<file path="config.mk">
export PLATFORM = sky130hd
export DESIGN_NAME = df_fir_sequencer_flat
export DESIGN_NICKNAME = d
export VERILOG_FILES = /design/src/rtl/df_fir_sequencer_if.sv /design/src/rtl/df_fir_sequencer.sv /design/src/flat_wrapper.sv
export SDC_FILE = /design/constraint.sdc
export NUM_CORES = 1
export LEC_CHECK = 0
export BUFFER_PORTS_ARGS = -buffer_cell sky130_fd_sc_hd__clkbuf_2
export CORE_AREA = 4 4 82 84
export CTS_BUF_LIST = sky130_fd_sc_hd__clkbuf_8
export DETAILED_ROUTE_END_ITERATION = 7
export DIE_AREA = 0 0 86 88
export GPL_TIMING_DRIVEN = 0
export HOLD_SLACK_MARGIN = 0.08
export PLACE_DENSITY = 0.79
export SYNTH_ARGS = -nofsm -noshare
export SYNTH_HDL_FRONTEND = slang
export SYNTH_HIERARCHICAL = 1
export SYNTH_SLANG_ARGS = --single-unit
</file>
<file path="constraint.sdc">
create_clock -name clk -period 5 [get_ports clk]
set_input_delay 1 -clock clk [delete_from_list [all_inputs] [get_ports clk]]
set_output_delay 1 -clock clk [all_outputs]
set_load 0.01 [all_outputs]
</file>
<file path="src/rtl/df_fir_sequencer_if.sv">
// df_fir_sequencer_if: sample/result handshakes, coefficient write port and busy flag
interface df_fir_sequencer_if;
  logic       in_valid;
  logic       in_ready;
  logic [7:0] in_data;
  logic       out_valid;
  logic       out_ready;
  logic [7:0] out_data;
  logic       coef_we;
  logic [2:0] coef_addr;
  logic [1:0] coef_wdata;
  logic       busy;
  modport master (
    output in_valid, in_data, out_ready, coef_we, coef_addr, coef_wdata,
    input  in_ready, out_valid, out_data, busy
  );
  modport slave (
    input  in_valid, in_data, out_ready, coef_we, coef_addr, coef_wdata,
    output in_ready, out_valid, out_data, busy
  );
endinterface

</file>
<file path="src/rtl/df_fir_sequencer.sv">
// df_fir_sequencer: time-multiplexed FIR over one shared multiplier; DF_SEQ_SATURATE_EN clamps out_data at 255
module df_multiplier_c1 (
  input  logic [7:0] data,
  input  logic [1:0] code,
  output logic [7:0] prod
);
  logic [10:0] full;
  assign full = {3'b0, data} + (code[0] ? {2'b0, data, 1'b0} : 11'd0) + (code[1] ? {1'b0, data, 2'b0} : 11'd0);
  assign prod = full[10:3];
endmodule

module df_fir_sequencer #(
  parameter int TAPS = 4
) (
  input logic clk,
  input logic rst,
  df_fir_sequencer_if.slave bus
);
  localparam int KW = $clog2(TAPS);
  localparam int ACC_W = 8 + KW;
  typedef enum logic [1:0] {IDLE, MAC, OUT} state_t;
  state_t state, state_n;
  logic [7:0] delay [TAPS];
  logic [1:0] shadow [TAPS];
  logic [1:0] active [TAPS];
  logic [KW-1:0] k;
  logic [ACC_W-1:0] acc;
  logic [7:0] prod;
  logic accept, last;
  assign accept = (state == IDLE) && bus.in_valid;
  assign last = k == KW'(TAPS - 1);
  df_multiplier_c1 u_mult (.data(delay[k]), .code(active[k]), .prod(prod));
  always_ff @(posedge clk) state <= rst ? IDLE : state_n;
  always_comb begin
    state_n = state;
    state_n = accept ? MAC :
              (state == MAC && last) ? OUT :
              (state == OUT && bus.out_ready) ? IDLE : state;
  end
  always_ff @(posedge clk) begin
    if (rst) begin
      for (int i = 0; i < TAPS; i++) begin
        delay[i] <= '0;
        shadow[i] <= '0;
        active[i] <= '0;
      end
      k <= '0;
      acc <= '0;
    end else begin
      if (bus.coef_we && 32'(bus.coef_addr) < TAPS) shadow[bus.coef_addr[KW-1:0]] <= bus.coef_wdata;
      if (accept) begin
        delay[0] <= bus.in_data;
        for (int i = 1; i < TAPS; i++) delay[i] <= delay[i-1];
        // a shadow write landing on the accepting edge is taken straight into the active bank
        for (int i = 0; i < TAPS; i++)
          active[i] <= (bus.coef_we && 32'(bus.coef_addr) == i) ? bus.coef_wdata : shadow[i];
        acc <= '0;
        k <= '0;
      end else if (state == MAC) begin
        acc <= acc + ACC_W'(prod);
        k <= k + 1'b1;
      end
    end
  end
  assign bus.in_ready = state == IDLE;
  assign bus.out_valid = state == OUT;
  assign bus.busy = state != IDLE;
`ifdef DF_SEQ_SATURATE_EN
  assign bus.out_data = (acc > ACC_W'(255)) ? 8'hFF : acc[7:0];
`else
  assign bus.out_data = acc[7:0];
`endif
endmodule

</file>
<file path="src/flat_wrapper.sv">
// flat-port wrapper written by rule: the top's interface ports become plain ports
module df_fir_sequencer_flat 
#(
  parameter int TAPS = 4
)
  (clk, rst, bus_in_valid, bus_in_data, bus_out_ready, bus_coef_we, bus_coef_addr, bus_coef_wdata, bus_in_ready, bus_out_valid, bus_out_data, bus_busy);
  df_fir_sequencer_if bus_i ();
  input logic clk;
  input logic rst;
  input wire logic [$bits(bus_i.in_valid)-1:0] bus_in_valid;
  input wire logic [$bits(bus_i.in_data)-1:0] bus_in_data;
  input wire logic [$bits(bus_i.out_ready)-1:0] bus_out_ready;
  input wire logic [$bits(bus_i.coef_we)-1:0] bus_coef_we;
  input wire logic [$bits(bus_i.coef_addr)-1:0] bus_coef_addr;
  input wire logic [$bits(bus_i.coef_wdata)-1:0] bus_coef_wdata;
  output wire logic [$bits(bus_i.in_ready)-1:0] bus_in_ready;
  output wire logic [$bits(bus_i.out_valid)-1:0] bus_out_valid;
  output wire logic [$bits(bus_i.out_data)-1:0] bus_out_data;
  output wire logic [$bits(bus_i.busy)-1:0] bus_busy;
  assign bus_i.in_valid = bus_in_valid;
  assign bus_i.in_data = bus_in_data;
  assign bus_i.out_ready = bus_out_ready;
  assign bus_i.coef_we = bus_coef_we;
  assign bus_i.coef_addr = bus_coef_addr;
  assign bus_i.coef_wdata = bus_coef_wdata;
  assign bus_in_ready = bus_i.in_ready;
  assign bus_out_valid = bus_i.out_valid;
  assign bus_out_data = bus_i.out_data;
  assign bus_busy = bus_i.busy;
  df_fir_sequencer #(.TAPS(TAPS)) u_core (.clk(clk), .rst(rst), .bus(bus_i));
endmodule
</file>
### Word-level counts from Yosys, hierarchy flattened

Memory sizes are Yosys's and may differ from the RTL's. A register that Yosys moved wholly into a read port is not among the register bits.
Cells that the tools add are included.

| word-level totals | value |
|---|---|
| register bits after elaboration | 14 |
| latch bits | 0 |
| memory bits (writable) | 48 |
| bits in read-only memories | 0 |
| bits of input ports | 18 |
| output and inout port bits | 11 |
| word-level logic and storage cells | 73 |
| memories | 3 |

| cells by class | value |
|---|---|
| add/subtract/negate cells | 4 |
| multipliers | 0 |
| divide/modulo/power cells | 0 |
| $lt $le $gt $ge | 1 |
| equality and inequality tests | 6 |
| shifts and indexed selects | 0 |
| multiplexer cells | 32 |
| bitwise gates (word level) | 8 |
| reduce and logical (&&, ||, !) cells | 15 |

Memories:

| memory | depth | width | rd ports | clocked after memory_dff | wr ports | line | RTL |
|---|---|---|---|---|---|---|---|
| u_core.delay | 4 | 8 | 4 | 1 | 4 | df_fir_sequencer.sv:23 | `logic [7:0] delay [TAPS];` |
| u_core.active | 4 | 2 | 1 | 1 | 4 | df_fir_sequencer.sv:25 | `logic [1:0] active [TAPS];` |
| u_core.shadow | 4 | 2 | 4 | 0 | 4 | df_fir_sequencer.sv:24 | `logic [1:0] shadow [TAPS];` |

Operators with widths:

| operator | count |
|---|---|
| 2-to-1 mux 2 bit | 16 |
| 2-to-1 mux 8 bit | 4 |
| adder 11 x 10 -> 11 bit | 1 |
| adder 8 x 11 -> 11 bit | 1 |
| adder 10 x 8 -> 10 bit | 1 |
| 2-to-1 mux 1 bit | 10 |
| 2-to-1 mux 10 bit | 1 |
| 2-to-1 mux 9 bit | 1 |
| logical AND 1 bit | 8 |
| bitwise OR 1 bit | 8 |
| == test 3 x 2 -> 1 bit, second input constant | 2 |
| == test 2 bit, second input constant | 2 |
| nonzero test 2 bit | 2 |
| OR reduction 2 bit | 2 |
| == test 3 x 1 -> 1 bit, second input constant | 1 |
| zero test 3 bit | 1 |
| less-than comparator 3 bit, second input constant | 1 |
| nonzero test 3 bit | 1 |
| adder 2 x 1 -> 2 bit, second input constant | 1 |
| == test 2 x 1 -> 1 bit, second input constant | 1 |
| zero test 2 bit | 1 |

### Longest topological paths before layout

| depth | value |
|---|---|
| depth in word-level cells | 7 |
| depth in mapped cells | 17 |
| gate-level depth less buffers | 16 |

### Modules after synthesis

Netlist, hierarchy kept.

Modules (own cells, without submodules):

| module | times used | cells each | area an instance (sq um) | seq. area each (sq um) |
|---|---|---|---|---|
| df_fir_sequencer | 1 | 235 | 2955.3 | 1721.7 |
| df_multiplier_c1 | 1 | 70 | 580.6 | 0.0 |

### Worst setup path before layout

No wires, ideal clock.

| timing path | value |
|---|---|
| path type | reg2reg |
| from | register (tool-made name) |
| to | register u_core.acc[7] |
| library setup time | 0.059 ns |
| arrival time | 4.221 ns |
| required time | 4.941 ns |
| setup slack | 0.720 ns |
| stages on the path, launching flop included | 16 |
| path buffers | 1 |
| period minus slack after synthesis | 4.280 ns |
| path through | dfxtp_1 -> buf_2 -> mux4_2 -> and2_1 -> fa_1 -> fa_1 -> a211oi_1 -> nor2_1 -> o31ai_1 -> a21boi_0 -> ha_1 -> nand2_1 -> o21ai_0 -> o21a_1 -> or4b_1 -> nand2_1 |

RTL lines:

| element | line | RTL |
|---|---|---|
| end signal, assigned | df_fir_sequencer.sv:60 | `acc <= acc + ACC_W'(prod);` |
| end, declared | df_fir_sequencer.sv:27 | `logic [ACC_W-1:0] acc;` |

==> flow_summary.ini <==
[status]
status = completed

[critical_path]
path_max_fanout = 10
crit_top_cell = nand2_1
cp-start-kind = flip-flop
r2r_setup_slack_ns = 0.29
crit_required_ns = 5.28
worstPathCellList = buf_1, mux4_2, nand2_1, fa_1, nand4b_1, inv_1, fa_1, a211oi_1, nor2_1, o31ai_1, a21boi_0, ha_1, nand2_1, o21ai_0, o21a_1, or4b_1, nand2_1
crit_type = flip-flop to flip-flop
slowest_delay_ns = 0.51
arrival_ns = 4.99
cp-end-kind = flip-flop
slowest_stage = fa_1

[routing]
drtIter0Drc = 124
vias = 2393
postRouteAntennaNets = 0
dr.pass1.iters = 4
wl_per_cell_um = 15.2
drc = 0
via_per_inst = 5.66
finalWirelength_um = 6410

[clock_network]
cts.sinks = 62
cts_setup_buffers = 0
clock_latency_ns = 0.33
ctsHoldBuffers = 0
cts_buffers = 9
post_cts_resized = 0
cts_tree = yes
clockBufferDepth = 2
clkSlewWorstSetupHoldPaths_ns = 0.08
htreeDepth = 3
cts_root_buf = clkbuf_8

[grt]
grt_max_degree = 50
use_met1_pct = 23.6
use_met3_pct = 4.52
grt_use_total_pct = 18.3
grt-ovfl-total = 0
grt_pass1_wl_um = 10600
grt_pass1_vias = 2327
grt.busiest_layer = met2
met2_usage_pct = 30.4
antenna_found_initial = 0

[timing]
setup_slack_ns = 0.293
max_freq_mhz = 212
setup_tns_ns = 0
slew_viol_final = 0
hold_viol_final = 0
rsz0062_at_grt = false
worst_slew_pin_slew_ns = 0.616
skew_ns = 0.00998
setup_violations = 0
relSlewSlack_pct = 58.9
post-route-min-period_ns = 4.71
period_share_pct = 94.1

[yosys]
ys_seq_area_share_pct = 48.7
yosysMostFrequentCell = edfxtp_1
syn_avg_cell_area_um2 = 11.6
synth_area_um2 = 3540
syn-num-nets = 347
ys_top_cells_by_area = edfxtp_1, and2_1, dfxtp_1
yosysTopAreaCellShare_pct = 40.8
syn_inst = 305
yosysTopAreaCell = edfxtp_1
synth_warnings = 6
synthTopCellsByCount = edfxtp_1, and2_1, nor2_1, nand2_1, ha_1
ys_seq_elements = 62
synth_edf_count = 48
synthFlopType = edfxtp_1
ys_async_sr_fraction_pct = 0
synth_cell_type_count = 48

[die]
coreArea_um2 = 5920
die_width_um = 86
rows = 28
start_util_pct = 59.7
io_pins = 29
die-area_um2 = 7570
die_h_um = 88

[cells_and_area]
drive_gt1_share_pct = 18.4
syn2layout_area_growth_pct = 12.7
diodes = 0
post-route-util_pct = 67.3
final_nets = 385

[placement]
dpl_worst_slack_ns = 0.318
io_buffers = 27
dp_hpwl_um = 4630
place.gp.congestion = 0.803

[job]
cap_viol_max_count = 0

[pwr]
pwr_density_cell_nw_per_um2 = 338
leakage_uw = 0.00166
max-vdd-ir-drop_mv = 0.230

[min_path]
hp-class = flip-flop to flip-flop
[where the power goes]
| group | internal, uW | switching (uW) | total [uW] |
|---|---|---|---|
| clock | 282 | 208 | 490 |
| combinational | 104 | 140 | 244 |
| sequential | 595 | 17.1 | 612 |
| total | 982 | 365 | 1350 |
[logic make-up after synthesis]
group,count (synthesis),synth area share (%)
xor gates and xnor gates,5,1.24
DFF,62,48.7
muxes,20,9.24
AOI/OAI and AO/OA,45,8.85
adders and majority gates,24,10.2
and+or+nand+nor,125,19.1
buffers and inverters,24,2.69
[final cells by class]
class	instances	area, um2
Clock buffer	9	124
Clock inverter	7	97.6
Multi-Input combinational cell	219	1720
Tap cell	75	93.8
Fill cell	443	1930
Buffer	10	42.5
Sequential cell	62	1720
Inverter	14	52.6
Timing Repair Buffer	27	135
[final timing paths]
path / startpoint / end / depth (start not counted)
setup / recovery: flip-flop / u_core/acc[7] / 17
hold / removal: u_core/acc[0] / u_core/acc[0] / 2
setup reg to reg: flip-flop / u_core/acc[7] / 17
hold reg to reg: u_core/acc[0] / u_core/acc[0] / 2
[metal layers]
| metal | share of wire (%) | vias to the layer above |
|---|---|---|
| li1 | - | 1176 |
| met1 | 46 | 1153 |
| met2 | 49 | 59 |
| met3 | 4.4 | 5 |
| met4 | 0.78 | 0 |
| met5 | 0 | - |
[registers in the layout, indices dropped and copies added (netlist names), named ones only]
signal         cells
u_core/active      8
u_core/delay      32
u_core/k           2
u_core/state       2
u_core/shadow      8
u_core/acc         8
[stage by stage]
| stage | hold WS, ns | power [uW] | instance area, um2 | std cells |
|---|---|---|---|---|
| global placement | 0.462 | 856 | 3760 | 407 |
| CTS | 0.483 | 1360 | 3990 | 423 |
| finish | 0.474 | 1350 | 3990 | 423 |
| global route | 0.514 | 1420 | 3990 | 423 |
| floorplan | 0.454 | 804 | 3540 | 305 |
| detailed placement | 0.472 | 867 | 3760 | 407 |
[cells in the final DEF, fill, tap and decap left out, types with 7 or more instances in the layout]
master and count:
clkbuf_8 9, inv_1 14, fa_1 8, edfxtp_1 48
nand2b_1 7, dfxtp_1 14, mux4_2 10, a21oi_1 12
mux2i_1 9, nor2_1 26, nand2_1 18, clkbuf_2 27
ha_1 16, and2_1 46, o21ai_0 7
[worst max-delay path, delay by kind of cell, from the launching register on]
family          cells  cell delay [ns]
simple gates        6             1.00
fa+ha+maj           3             1.26
compound gates      5             1.12
flops               1             0.31
buf+inv             2             0.56
mux                 1             0.41
Note: power is estimated with default switching activity, not from simulation.
